===== src/rtl/dmem_arbiter.sv =====
// Two-requester arbiter in front of a single-port synchronous data RAM.
// Round-robin grant with burst lock, one registered issue stage, and read-data routing back to the requester.
module dmem_arbiter #(
  parameter int unsigned ADDR_W = 32,
  parameter int unsigned DATA_W = 32
) (
  input  logic                clk,
  input  logic                reset,
  input  logic                r0_valid,
  output logic                r0_ready,
  input  logic [ADDR_W-1:0]   r0_addr,
  input  logic [DATA_W-1:0]   r0_wdata,
  input  logic [DATA_W/8-1:0] r0_we,
  input  logic                r0_lock,
  output logic                r0_rsp_valid,
  output logic [DATA_W-1:0]   r0_rsp_rdata,
  input  logic                r1_valid,
  output logic                r1_ready,
  input  logic [ADDR_W-1:0]   r1_addr,
  input  logic [DATA_W-1:0]   r1_wdata,
  input  logic [DATA_W/8-1:0] r1_we,
  input  logic                r1_lock,
  output logic                r1_rsp_valid,
  output logic [DATA_W-1:0]   r1_rsp_rdata,
  output logic                mem_en,
  output logic [ADDR_W-1:0]   mem_addr,
  output logic [DATA_W-1:0]   mem_wdata,
  output logic [DATA_W/8-1:0] mem_we,
  input  logic [DATA_W-1:0]   mem_rdata
);

  localparam int unsigned BE_W         = DATA_W / 8;
  localparam int unsigned LOCK_TIMEOUT = 16;
  localparam int unsigned TO_W         = $clog2(LOCK_TIMEOUT);

  typedef enum logic [0:0] {ARB_OPEN, ARB_LOCKED} arb_state_t;

  typedef struct packed {
    logic [ADDR_W-1:0] addr;
    logic [DATA_W-1:0] wdata;
    logic [BE_W-1:0]   we;
  } mem_req_t;

  arb_state_t      state_q, state_d;
  logic            last_q, last_d;
  logic            owner_q, owner_d;
  logic [TO_W-1:0] to_cnt_q, to_cnt_d;
  logic            gnt0_c, gnt1_c, accept_c, gnt_idx_c, acc_lock_c, owner_valid_c;
  mem_req_t        req_c;
  logic            rd_pending_q, rd_id_q;

  // Arbitration state: round-robin pointer, lock owner, idle-timeout counter
  always_ff @(posedge clk) begin
    if (reset) begin
      state_q  <= ARB_OPEN;
      last_q   <= 1'b1;
      owner_q  <= 1'b0;
      to_cnt_q <= '0;
    end else begin
      state_q  <= state_d;
      last_q   <= last_d;
      owner_q  <= owner_d;
      to_cnt_q <= to_cnt_d;
    end
  end

  always_comb begin
    state_d       = state_q;
    last_d        = last_q;
    owner_d       = owner_q;
    to_cnt_d      = to_cnt_q;
    gnt0_c        = 1'b0;
    gnt1_c        = 1'b0;
    owner_valid_c = owner_q ? r1_valid : r0_valid;

    case (state_q)
      ARB_OPEN: begin
        gnt0_c = r0_valid && (!r1_valid || last_q);
        gnt1_c = r1_valid && !gnt0_c;
      end
      ARB_LOCKED: begin
        gnt0_c = !owner_q && r0_valid;
        gnt1_c = owner_q && r1_valid;
      end
      default: ;
    endcase

    if (reset) begin
      gnt0_c = 1'b0;
      gnt1_c = 1'b0;
    end

    accept_c   = gnt0_c || gnt1_c;
    gnt_idx_c  = gnt1_c;
    acc_lock_c = gnt1_c ? r1_lock : r0_lock;

    // A handshake decides the lock; an idle owner only burns down the timeout
    if (accept_c) begin
      last_d   = gnt_idx_c;
      to_cnt_d = '0;
      if (acc_lock_c) begin
        state_d = ARB_LOCKED;
        owner_d = gnt_idx_c;
      end else begin
        state_d = ARB_OPEN;
      end
    end else if (state_q == ARB_LOCKED && !owner_valid_c) begin
      if (to_cnt_q == TO_W'(LOCK_TIMEOUT - 1)) begin
        state_d  = ARB_OPEN;
        to_cnt_d = '0;
      end else begin
        to_cnt_d = to_cnt_q + TO_W'(1);
      end
    end
  end

  always_comb begin
    req_c.addr  = gnt1_c ? r1_addr  : r0_addr;
    req_c.wdata = gnt1_c ? r1_wdata : r0_wdata;
    req_c.we    = gnt1_c ? r1_we    : r0_we;
  end

  assign r0_ready = gnt0_c;
  assign r1_ready = gnt1_c;

  // Issue stage: drains every cycle, so no stall path back to the requesters
  always_ff @(posedge clk) begin
    if (reset) begin
      mem_en       <= 1'b0;
      mem_addr     <= '0;
      mem_wdata    <= '0;
      mem_we       <= '0;
      rd_pending_q <= 1'b0;
      rd_id_q      <= 1'b0;
    end else begin
      mem_en       <= accept_c;
      rd_pending_q <= accept_c && (req_c.we == '0);
      rd_id_q      <= gnt_idx_c;
      if (accept_c) begin
        mem_addr  <= req_c.addr;
        mem_wdata <= req_c.wdata;
        mem_we    <= req_c.we;
      end else begin
        mem_we    <= '0;
      end
    end
  end

  // Response flags line up with the RAM's one-cycle read data
  always_ff @(posedge clk) begin
    if (reset) begin
      r0_rsp_valid <= 1'b0;
      r1_rsp_valid <= 1'b0;
    end else begin
      r0_rsp_valid <= rd_pending_q && !rd_id_q;
      r1_rsp_valid <= rd_pending_q && rd_id_q;
    end
  end

  assign r0_rsp_rdata = r0_rsp_valid ? mem_rdata : '0;
  assign r1_rsp_rdata = r1_rsp_valid ? mem_rdata : '0;

endmodule


===== config.mk =====
export PLATFORM = sky130hd
export DESIGN_NAME = dmem_arbiter
export DESIGN_NICKNAME = d
export VERILOG_FILES = /design/src/rtl/dmem_arbiter.sv
export SDC_FILE = /design/constraint.sdc
export NUM_CORES = 1
export LEC_CHECK = 0
export ABC_AREA = 1
export CAP_MARGIN = 25
export CORE_MARGIN = 8
export CORE_UTILIZATION = 33
export DETAILED_ROUTE_END_ITERATION = 8
export GPL_TIMING_DRIVEN = 0
export HOLD_SLACK_MARGIN = 0.08
export PLACE_DENSITY = 0.82
export SYNTH_ARGS = -nofsm -noshare
export SYNTH_HDL_FRONTEND = slang
export SYNTH_SLANG_ARGS = --single-unit

===== constraint.sdc =====
create_clock -name clk -period 1.95 [get_ports clk]
set_input_delay 0.39 -clock clk [delete_from_list [all_inputs] [get_ports clk]]
set_output_delay 0.39 -clock clk [all_outputs]
set_load 0.05 [all_outputs]

## Yosys cells after proc, flatten, opt, wreduce, memory -nomap -nowiden

Index checks and enable logic that the tools add are counted.

| word-level totals | value |
|---|---|
| input port bits | 174 |
| bits in registers | 80 |
| output and inout bits | 137 |

| cells by class | value |
|---|---|
| multiplexer cells | 16 |
| equal/unequal tests | 1 |
| bitwise logic cells | 2 |
| $add $sub $neg | 1 |
| reduce and logical (&&, ||, !) cells | 22 |

Operators with widths:

| cell | number |
|---|---|
| 2-to-1 mux 32 bit | 4 |
| logical AND 1 bit | 8 |
| 2-to-1 mux 1 bit | 8 |
| 2-to-1 mux 4 bit | 2 |
| zero test 1 bit | 5 |
| adder 4 x 1 -> 4 bit, second input constant | 1 |
| == test 4 bit, second input constant | 1 |
| zero test 4 bit | 1 |
| one-hot mux 1 bit (2 select lines) | 2 |
| AND reduction 2 bit | 2 |
| nonzero test 2 bit | 2 |
| OR reduction 2 bit | 2 |
| logical OR 1 bit | 2 |
| inverter 1 bit | 2 |

## Logic depth before layout (Yosys ltp)

Gate-level depths: netlist (run 1).

| depth | value |
|---|---|
| depth after elaboration | 10 |
| gate-level depth with buffers | 12 |
| mapped depth without buffers | 10 |

## Worst setup path after synthesis (run 1)

OpenSTA, ideal clock, no wires.

| timing path | value |
|---|---|
| path type | register to output |
| from | reg r0_rsp_valid |
| to | out r0_rsp_rdata[10] |
| stages on the path, launching flop included | 4 |
| arrival time | 1,381 ps |
| data required time | 1,560 ps |
| path slack | 179 ps |
| cells stage by stage | dfxtp_1 > clkbuf_1 > nand2_1 > inv_1 |

| between the ends | value |
|---|---|
| cells in the longest elaborated chain, start to end | 1 |

Ends and longest elaborated chain:

| item | RTL line | RTL |
|---|---|---|
| from (decl) | 15 | `output logic r0_rsp_valid,` |
| from (signal assigned) | 155 | `r0_rsp_valid <= rd_pending_q && !rd_id_q;` |
| 2-to-1 mux 32 bit | 160 | `assign r0_rsp_rdata = r0_rsp_valid ? mem_rdata : '0;` |
| to (decl) | 16 | `output logic [DATA_W-1:0] r0_rsp_rdata,` |

No other way between the ends.

## Final worst setup path (run 1)

| timing path | value |
|---|---|
| from | reg mem_addr[19] |
| to | out mem_addr[19] |

RTL lines:

| item | RTL line | RTL |
|---|---|---|
| from (decl) | 26 | `output logic [ADDR_W-1:0] mem_addr,` |
| from (signal assigned) | 140 | `mem_addr <= req_c.addr;` |

No word-level cell between the ends.

==> impl_results.md, run 1 <==
* Cell Rows at 39
* Fillers at 1007
* First-pass GRT wire length at 25000 um
* Register area share after synthesis at 0.4233
* Crit path DAT at ~1500 ps
* Least-Margin Pin Slew at 601.4 ps
* Yosys warns at 0
* Setup Skew at 4.296 ps
* Critical path depth at 1
* Final Wtd Congestion at 0.8476
* Max_cap viols at 0
* Antenna violations before repair at 1
* Average size of a mapped cell at 6.523 um^2
* CP Capture Type: output port
* Remaining antenna violation count at 0
* WP buf/inv at 1
* Status: finished, final reports clean
* Clock buffer count from CTS at 9
* R2R Setup Slk at 200 ps
* DP Wirelength at 13730 um
* Final Hold Vio Count at 0
* Flop pwr share at 0.349
* Setup crit start kind: flop
* Die Height at 123.1 um
* Clock share of power at 0.280
* WL/cell at 16.39 um
* Clock sink count at 80
* Tot GR Track Use at 0.2138
* Initial DRC count at 238
* Placed cell areas at 0.007066 mm^2
* #FFs+latches synth at 80
* Clock tree buffer depth at 2
* Buffers on Ports at 310
* Switch Pwr at 2.022 mW
* CP delay by family, top: buffers and inverters
* Final net count at 1080
* CTS tree: done
* Critical Path RT at 1560 ps
* Die span in x at 123.1 um
* Worst path cell trace: clkdlybuf4s50_1
* Reg2Reg Depth at 11
* Final WL at 17260 um
* Mapped Cells at 580
* Slew Viols, Final at 0
* Cell Area, Synth at 0.003784 mm^2
* DRC at 0
* Worst Hold Class: flop to flop
* Clock latency on the worst-skew pair at about 330 ps
* Root Buffer: clkbuf_16
* CP max FO at 2
* Critical path's largest stage delay at ~830 ps
* Switching share of power at 0.3591
* DR pass1 iterations at 5
* Synth-to-Final Area Change at 96.99%
* Final worst-path cycle share at 0.9805
* Highest clock rate at 523.0 MHz
* Final setup margin at 38.11 ps
* Die area at 0.01515 mm^2
* Largest cells by area after synthesis: dfxtp_1 42%, nand2_1 15%, inv_1 8.1%, nor2_1 7.5%, o21ai_1 7.4%
* DP Worst Slack at -1180 ps
* Top cells by count, synth: 151 x nand2_1, 82 x inv_1, 80 x dfxtp_1
* Layout cells sized above 1 at 0.1375
* Yosys top cell by area: dfxtp_1
* IO Pins at 311
* DR vias/cell at 4.575
* Final setup fails at 0
* Grt ovf at 0
* Top cell type's share of synthesized area at 0.4233
* Worst rel slew slack at 0.5984
* Vias at around 4800
* Critical Path Start: mem_addr[19]
* Finished Core Util at 0.6584
* Number of global-route vias before repair at roughly 4700
* Post-synth EDFFs at 0
* CORE AREA at 0.01132 mm^2
* Slowest CP cell: clkdlybuf4s50_1
* Post-route cell area at roughly 0.0075 mm^2
* Design Power at 5.630 mW
* Top-count cell post-synth: nand2_1
* FF-to-FF End: mem_wdata[12]
* Pint at ~3.6 mW
* FF-to-FF Start: last_q
* CTS Hold Bufs at 0
* H-tree Lvls at 3
* Period minus WS final at 1912 ps
* Netlist cell types at 24
* Syn_nets at ~760
* Starting Density at 0.3342
* Hold WS at 407.4 ps
* Top FF cell, synth: dfxtp_1
* Largest net degree at the start of global routing at 13
* Synth async-reset ratio at 0
* VDD IR max at approximately 510 uV
* Worst-path clk slew at 60 ps
* Comb pwr share at 0.371
* Crit path kind: flop to output port
* PD cells at 755.4 mW/mm^2
* P_leak at around 3.6 nW
* CP endpoint: mem_addr[19]
## state kept, by name (all words and copies together), names as in the netlist
name          flops
mem_addr         32
mem_wdata        32
mem_we            4
to_cnt_q          4
last_q            1
mem_en            1
owner_q           1
r0_rsp_valid      1
r1_rsp_valid      1
rd_id_q           1
rd_pending_q      1
state_q           1
## worst min-delay path by stage
| stage | start | endpoint | slack [ps] | depth (start not counted) |
|---|---|---|---|---|
| 2_1_floorplan | rd_id_q | r0_rsp_valid | 390 | 1 |
| 3_3_place_gp | rd_id_q | r0_rsp_valid | 410 | 1 |
| 3_5_place_dp | rd_id_q | r0_rsp_valid | 410 | 1 |
| 4_1_cts | rd_id_q | r0_rsp_valid | 410 | 1 |
| 5_1_grt | rd_id_q | r0_rsp_valid | 430 | 1 |
| 6_report | rd_id_q | r0_rsp_valid | 410 | 1 |
## cell type report
class	instances	area, um^2	area share
Antenna cell	1	2.502	0.0003357
Buffer	33	216.5	0.02904
Clock buffer	12	256.5	0.03441
Clock inverter	3	17.52	0.002350
Inverter	83	316.6	0.04247
Multi-Input combinational cell	383	1708	0.2291
Sequential cell	80	1604	0.2152
Tap cell	143	178.9	0.02401
Timing Repair Buffer	315	3153	0.4230
## cells in the final DEF, fill, tap and decap left out, types with 2 or more instances in the layout
master,count
clkdlybuf4s50_1,232
nand2_1,149
inv_1,80
dfxtp_1,78
nor2_1,75
o21ai_1,56
a21oi_1,47
clkdlybuf4s15_2,41
o21ai_0,32
buf_2,23
buf_4,14
clkbuf_16,9
dlymetal6s2s_1,8
clkdlybuf4s18_2,8
dlygate4sd2_1,7
clkbuf_2,6
nand3_1,6
buf_8,4
clkbuf_1,4
nand2_4,3
nand4_1,3
nand2_2,2
nor2_4,2
inv_4,2
buf_6,2
nand3b_1,2
clkbuf_8,2
clkinv_2,2
dfxtp_2,2
## per-layer routing
| layer | share of wire | GRT usage |
|---|---|---|
| met5 | 0 | 0 |
| met4 | 0.023 | 0.06396 |
| met3 | 0.11 | 0.08630 |
| met2 | 0.50 | 0.3812 |
| met1 | 0.37 | 0.2276 |
## power groups by stage
| stage | logic, mW | clock network, mW | registers, mW |
|---|---|---|---|
| after floorplan | 0.397 | 0 | 2.72 |
| after global placement | 2.05 | 0 | 1.99 |
| after detailed placement | 2.06 | 0 | 2.00 |
| after CTS | 2.10 | 1.59 | 1.96 |
| after global routing | 2.21 | 1.67 | 1.99 |
| final | 2.09 | 1.58 | 1.96 |
## worst reg2reg max path, cell delays in order (launching register included)
cell	delay, ps
dfxtp_1	290
inv_1	70
nand2_1	50
nand2_1	70
nand2_2	100
nand2_4	90
nand2_4	70
buf_4	150
nand2_4	110
clkbuf_1	330
o21ai_0	180
o21ai_1	170
## logic make-up after synthesis
logic type                 share of synthesized area
adders and majority gates                   0.003306
and+or+nand+nor                               0.2556
AOI/OAI and AO/OA                             0.1845
buffers and inverters                         0.1333
DFF                                           0.4233
## repair_timing
item,4_1_cts,5_1_grt
endpoints found under the setup margin,131,41
pin swaps,2,2
cloned,0,0
resized for setup,228,42
setup buffers,4,1
## stage by stage
step                      instances  TNS [ps]
after CTS                      1052    -51.14
after global routing           1052    -2.948
final                          1053         0
after floorplan                 580         0
after detailed placement       1033    -42030
after global placement         1033    -39550
(Power assumes the default switching activity.)
==> inputs of run 2 (changes only) <==
--- a/config.mk
+++ b/config.mk
@@ -12,7 +12,7 @@
 export DETAILED_ROUTE_END_ITERATION = 8
 export GPL_TIMING_DRIVEN = 0
 export HOLD_SLACK_MARGIN = 0.08
-export PLACE_DENSITY = 0.82
+export PLACE_DENSITY_LB_ADDON = 0.1
 export SYNTH_ARGS = -nofsm -noshare
 export SYNTH_HDL_FRONTEND = slang
 export SYNTH_SLANG_ARGS = --single-unit
==> run 2 against run 1 <==
  * Combinational power hardly changed
  * Flip-flop and latch count stayed put
  * Via count is 1.2% higher
  * Utilization is 0.72 points lower
  * Cell count hardly changed
  * Largest cell class unchanged
  * Clock power is 18% higher
  * Critical path depth is 3 higher
  * Maximum frequency is 0.82% lower
  * Setup slack worse by 16 ps
  * Die area stayed put
  * Hold slack better by 6.9 ps
==> impl_results.md, run 2 (synthesized netlist as in run 1, its figures left out) <==
* P_leak at 3.614 nW (+0.31%)
* Slowest CP cell: dfxtp_1
* Least-Margin Pin Slew at 566.7 ps (-34.64 ps)
* Finished Core Util at 0.6512 (-0.007184)
* DR pass1 iterations at 4 (-1)
* DR vias/cell at 4.634 (+1.3%)
* CP max FO at 10 (+8)
* CORE AREA at 0.01132 mm^2 (unchanged)
* Final Hold Vio Count at 0 (unchanged)
* Clock tree buffer depth at 2 (unchanged)
* DRC at 0 (unchanged)
* Most frequent cells in the layout: 236 x clkdlybuf4s50_1, 149 x nand2_1, 80 x dfxtp_1, 79 x inv_1, 75 x nor2_1
* WP buf/inv at 3 (+2)
* Hold worst-path end: r0_rsp_valid
* Final Wtd Congestion at 0.8687 (+2.5%)
* Final setup margin at 22.34 ps (-15.77 ps)
* Initial DRC count at 251 (+5.5%)
* Die area at 0.01515 mm^2 (unchanged)
* Highest clock rate at 518.8 MHz (-0.82%)
* Max_cap viols at 0 (unchanged)
* DP Wirelength at 14420 um (+5.0%)
* Final net count at 1079 (-0.093%)
* Crit path kind: flop to output port
* Worst rel slew slack at 0.6216 (+0.02313)
* Unrepaired setup endpoints after global routing: yes
* Tot GR Track Use at 0.2187 (+0.004943)
* Remaining antenna violation count at 0 (unchanged)
* Top flop regs: mem_addr: 32 flops, mem_wdata: 32 flops
* CP delay by family, top: buffers and inverters
* Clock buffer count from CTS at 9 (unchanged)
* Antenna violations before repair at 0 (-1)
* Number of diodes at 0 (-1)
* FF-to-FF Start: state_q
* Die span in x at 123.1 um (unchanged)
* Reg2Reg Depth at 8 (-3)
* First-pass GRT wire length at 25720 um (+2.9%)
* IO Pins at 311 (unchanged)
* Fillers at 1046 (+3.9%)
* FF-to-FF End: mem_wdata[6]
* Starting Density at 0.3342 (unchanged)
* Final setup fails at 0 (unchanged)
* VDD IR max at 644.4 uV (+27%)
* Critical Path RT at 1560 ps (about the same)
* Final worst-path cycle share at 0.9885 (+0.008087)
* Number of global-route vias before repair at 4888 (+4.9%)
* CTS tree: done
* WL/cell at 16.72 um (+2.0%)
* Clock sink count at 80 (unchanged)
* Layout cells sized above 1 at 0.1353 (-0.002200)
* Hold Crit Start: rd_id_q
* CP Capture Type: output port
* PD cells at 800.0 mW/mm^2 (+5.9%)
* Vias at 4875 (+1.2%)
* R2R Setup Slk at 300 ps (+100 ps)
* Root Buffer: clkbuf_16
* Design Power at 5.897 mW (+4.7%)
* Period minus WS final at 1928 ps (+15.77 ps)
* Worst-path clk slew at 60 ps (about the same)
* Crit path DAT at 1540 ps (+20 ps)
* Clock latency on the worst-skew pair at 340 ps (about the same)
* Die Height at 123.1 um (unchanged)
* Critical path's largest stage delay at 440 ps (-390 ps)
* Final WL at 17590 um (+1.9%)
* Cell Rows at 39 (unchanged)
* Largest net degree at the start of global routing at 14 (+1)
* WHS Path Cells at 1 (unchanged)
* Setup Skew at 5.178 ps (+0.8824 ps)
* Buffers on Ports at 310 (unchanged)
* Setup crit start kind: flop
* Worst Hold Class: flop to flop
* H-tree Lvls at 3 (unchanged)
* Hold WS at 414.3 ps (+6.878 ps)
* Slew Viols, Final at 0 (unchanged)
* Synth-to-Final Area Change at 94.84%
* Grt ovf at 0 (unchanged)
* Most common cell after layout, fill and taps aside: clkdlybuf4s50_1
* Worst path cell trace: buf_2, nand2_1, inv_1, clkdlybuf4s18_2
* DP Worst Slack at -1145 ps (+35.40 ps)
* Status: finished, final reports clean
==> run 2: cell types whose count changed in the layout (fill, tap and decap cells not counted), moves of 3 or more <==
cell | before | now
clkdlybuf4s15_2 | 41 | 15
buf_2 | 23 | 43
clkdlybuf4s18_2 | 8 | 16
clkbuf_2 | 6 | 2
clkdlybuf4s50_1 | 232 | 236
dlymetal6s2s_1 | 8 | 5
==> run 2: report_power, final <==
part	total [mW]	leakage, nW	switching, mW	internal (mW)
Clock	1.86	0.159	0.670	1.19
Combinational	2.07	2.79	1.24	0.830
Sequential	1.96	0.665	0.105	1.85
==> run 2: cell type report <==
class | instances | area [um^2] | area share
clock buffer | 12 | 256.5 | 0.03479
timing repair buffer | 314 | 3022 | 0.4099
inverter | 83 | 314.1 | 0.04260
tap | 143 | 178.9 | 0.02427
multi-input combinational | 383 | 1708 | 0.2317
buffer | 33 | 215.2 | 0.02919
clock inverter | 4 | 76.32 | 0.01035
sequential | 80 | 1602 | 0.2172
==> run 2: how the worst max path moves through the flow <==
stage | from | endpoint | slack (ps) | depth (start not counted)
final | r0_rsp_valid | r0_rsp_rdata[24] | 20 | 4
after global routing | r0_rsp_valid | r0_rsp_rdata[3] | -30 | 4
after CTS | r0_rsp_valid | r0_rsp_rdata[24] | -160 | 4
after detailed placement | reset | r1_ready | -1140 | 6
after global placement | reset | r1_ready | -1100 | 6
after floorplan | r0_rsp_valid | r0_rsp_rdata[10] | 180 | 3
==> run 2: timing repair <==
item / CTS / global route
setup buffers: 4 / 0
pin swaps: 0 / 1
resized for setup: 225 / 87
endpoints found under the setup margin: 78 / 81
cloned: 0 / 0
hold buffers: 0 / 0
==> run 2: metrics by stage <==
| stage | instance area [um^2] | instances | TNS, ps |
|---|---|---|---|
| floorplan | 3784 | 580 | 0 |
| global placement | 7066 | 1033 | -34870 |
| detailed placement | 7066 | 1033 | -39960 |
| CTS | 7546 | 1053 | -2677 |
| global route | 7372 | 1052 | -245.6 |
| finish | 7372 | 1052 | 0 |
==> run 2: layer usage <==
| metal | track usage | up-vias | part of all wire |
|---|---|---|---|
| li1 | - | 2445 | - |
| met5 | 0 | - | 0 |
| met3 | 0.09269 | 30 | 0.11 |
| met2 | 0.4010 | 219 | 0.50 |
| met1 | 0.2178 | 2181 | 0.36 |
| met4 | 0.07524 | 0 | 0.025 |
==> inputs of run 3 (changes only) <==
--- a/config.mk
+++ b/config.mk
@@ -9,10 +9,12 @@
 export CAP_MARGIN = 25
 export CORE_MARGIN = 8
 export CORE_UTILIZATION = 33
+export CTS_CLUSTER_SIZE = 8
 export DETAILED_ROUTE_END_ITERATION = 8
 export GPL_TIMING_DRIVEN = 0
 export HOLD_SLACK_MARGIN = 0.08
 export PLACE_DENSITY_LB_ADDON = 0.1
+export SKIP_CTS_REPAIR_TIMING = 1
 export SYNTH_ARGS = -nofsm -noshare
 export SYNTH_HDL_FRONTEND = slang
 export SYNTH_SLANG_ARGS = --single-unit
==> run 3 against run 2 <==
  * The run now ends with negative setup slack left
  * Routed wire length grew 0.13%
  * Clock skew grew 0.98 ps
  * Flip-flop and latch count is the same
  * Critical path type unchanged
  * Largest power group unchanged
==> impl_results.md, run 3 (synthesized netlist as in run 1, its figures left out) <==
* Status: finished, violations left
* Violated checks: negative setup slack
* DR vias/cell at 4.608 (-0.57%)
* FF-to-FF End: mem_addr[12]
* Clock tree buffer depth at 2 (unchanged)
* Final setup margin at -7.441 ps (-29.78 ps)
* WHS Path Cells at 1 (unchanged)
* Tot GR Track Use at 0.2165 (-0.002207)
* Worst path cell trace: clkbuf_1, nand2_1, inv_1, clkbuf_2
* PD cells at 811.8 mW/mm^2 (+1.5%)
* H-tree Lvls at 3 (unchanged)
* Final worst-path cycle share at 1.004 (+0.01527)
* DRC at 0 (unchanged)
* Number of global-route vias before repair at 4870 (-0.37%)
* WL/cell at 16.61 um (-0.63%)
* Slew Viols, Final at 0 (unchanged)
* Clock sink count at 80 (unchanged)
* Die span in x at 123.1 um (unchanged)
* Final Hold Vio Count at 0 (unchanged)
* Max_cap viols at 0 (unchanged)
* IO Pins at 311 (unchanged)
* Synth-to-Final Area Change at 92.43%
* Least-Margin Pin Slew at 565.6 ps (-1.115 ps)
* Final WL at 17610 um (+0.13%)
* Remaining antenna violation count at 0 (unchanged)
* Die area at 0.01515 mm^2 (unchanged)
* DP Worst Slack at -1145 ps (unchanged)
* Crit path kind: flop to output port
* Setup_tns at -13.46 ps (-13.46 ps)
* CORE AREA at 0.01132 mm^2 (unchanged)
* Setup Skew at 6.156 ps (+0.9781 ps)
* Clock latency on the worst-skew pair at 340 ps (about the same)
* Grt ovf at 0 (unchanged)
* Reg2Reg Depth at 9 (+1)
* Worst rel slew slack at 0.6217 (about the same)
* Critical path's largest stage delay at 420 ps (-20 ps)
* Final setup fails at 2 (+2)
* Layout cells sized above 1 at 0.1385 (+0.003182)
* Cell Rows at 39 (unchanged)
* Most frequent cells in the layout: 236 x clkdlybuf4s50_1, 149 x nand2_1, 80 x inv_1, 80 x dfxtp_1, 75 x nor2_1
* Worst Hold Class: flop to flop
* FF-to-FF Start: state_q
* VDD IR max at 644.1 uV (about the same)
* Root Buffer: clkbuf_16
* DR pass1 iterations at 4 (unchanged)
* Slowest CP cell: dfxtp_1
* Highest clock rate at 510.9 MHz (-1.5%)
* Most common cell after layout, fill and taps aside: clkdlybuf4s50_1
* Final Wtd Congestion at 0.8687 (unchanged)
* CTS tree: done
* Vias at 4884 (+0.18%)
* Initial DRC count at 237 (-5.6%)
* Finished Layout Cells at 1060 (+0.76%)
* P_leak at 3.743 nW (+3.6%)
* Hold worst-path end: r0_rsp_valid
* Unrepaired setup endpoints after global routing: yes
* Top flop regs: mem_addr: 32 flops, mem_wdata: 32 flops
* Antenna violations before repair at 0 (unchanged)
* Starting Density at 0.3342 (unchanged)
* Crit path DAT at 1570 ps (+30 ps)
* Die Height at 123.1 um (unchanged)
* Hold Crit Start: rd_id_q
* First-pass GRT wire length at 25510 um (-0.80%)
* Setup crit start kind: flop
* CP max FO at 10 (unchanged)
* R2R Setup Slk at 250 ps (-50 ps)
* CP Capture Type: output port
* Critical Path RT at 1560 ps (about the same)
* Buffers on Ports at 310 (unchanged)
* Largest net degree at the start of global routing at 14 (unchanged)
* Design Power at 5.911 mW (+0.23%)
* Worst-path clk slew at 60 ps (about the same)
* Final net count at 1087 (+0.74%)
* Period minus WS final at 1957 ps (+29.78 ps)
* Number of diodes at 0 (unchanged)
* Clock buffer count from CTS at 9 (unchanged)
* Placed Cells incl. Taps at 1033 (unchanged)
* DP Wirelength at 14420 um (unchanged)
run 3: cell types whose count changed in the layout (fill, tap and decap cells not counted), sizes merged:
cell / change
inv: -1
clkbuf: +63
dlymetal6s2s: +8
dlygate4sd2: -6
buf: -25
clkdlybuf4s18: -16
clkinv: +1
clkdlybuf4s15: -16
run 3: routing by layer:
layer	vias to the layer above	track usage	part of all wire
li1	2459	-	-
met2	210	0.3972	0.50
met4	0	0.07524	0.019
met5	-	0	0
met3	20	0.09315	0.10
met1	2195	0.2143	0.38
run 3: worst max-delay path by stage:
stage | start | endpoint | slack (ps) | depth (start not counted)
floorplan | r0_rsp_valid | r0_rsp_rdata[10] | 180 | 3
global placement | reset | r1_ready | -1100 | 6
detailed placement | reset | r1_ready | -1140 | 6
CTS | reset | r1_ready | -1150 | 6
global route | r1_rsp_valid | r1_rsp_rdata[2] | -110 | 4
finish | r1_rsp_valid | r1_rsp_rdata[1] | -7 | 4
run 3: cell type report:
class | count | area (um^2)
Inverter | 83 | 316.6
Timing Repair Buffer | 321 | 2938
Tap cell | 143 | 178.9
Multi-Input combinational cell | 383 | 1698
Buffer | 34 | 215.2
Clock inverter | 4 | 76.32
Fill cell | 1049 | 4040
Sequential cell | 80 | 1602
Clock buffer | 12 | 256.5
run 3: through the flow:
| stage | hold WS (ps) | util | cell area (um^2) |
|---|---|---|---|
| global route | 446.5 | 0.6431 | 7281 |
| detailed placement | 412.9 | 0.6241 | 7066 |
| floorplan | 389.9 | - | 3784 |
| finish | 414.1 | 0.6431 | 7281 |
| CTS | 422.3 | 0.6535 | 7398 |
| global placement | 400.8 | 0.6241 | 7066 |
run 3: worst max-delay path, delay by kind of cell (launching register included):
kind / cells / cell delay, ps
buffers and inverters: 3 / 700
DFF: 1 / 420
and+or+nand+nor: 1 / 110
run 3: power breakdown:
group          internal (mW)  switching, mW
sequential              1.85          0.106
clock                   1.19          0.665
combinational          0.845           1.25
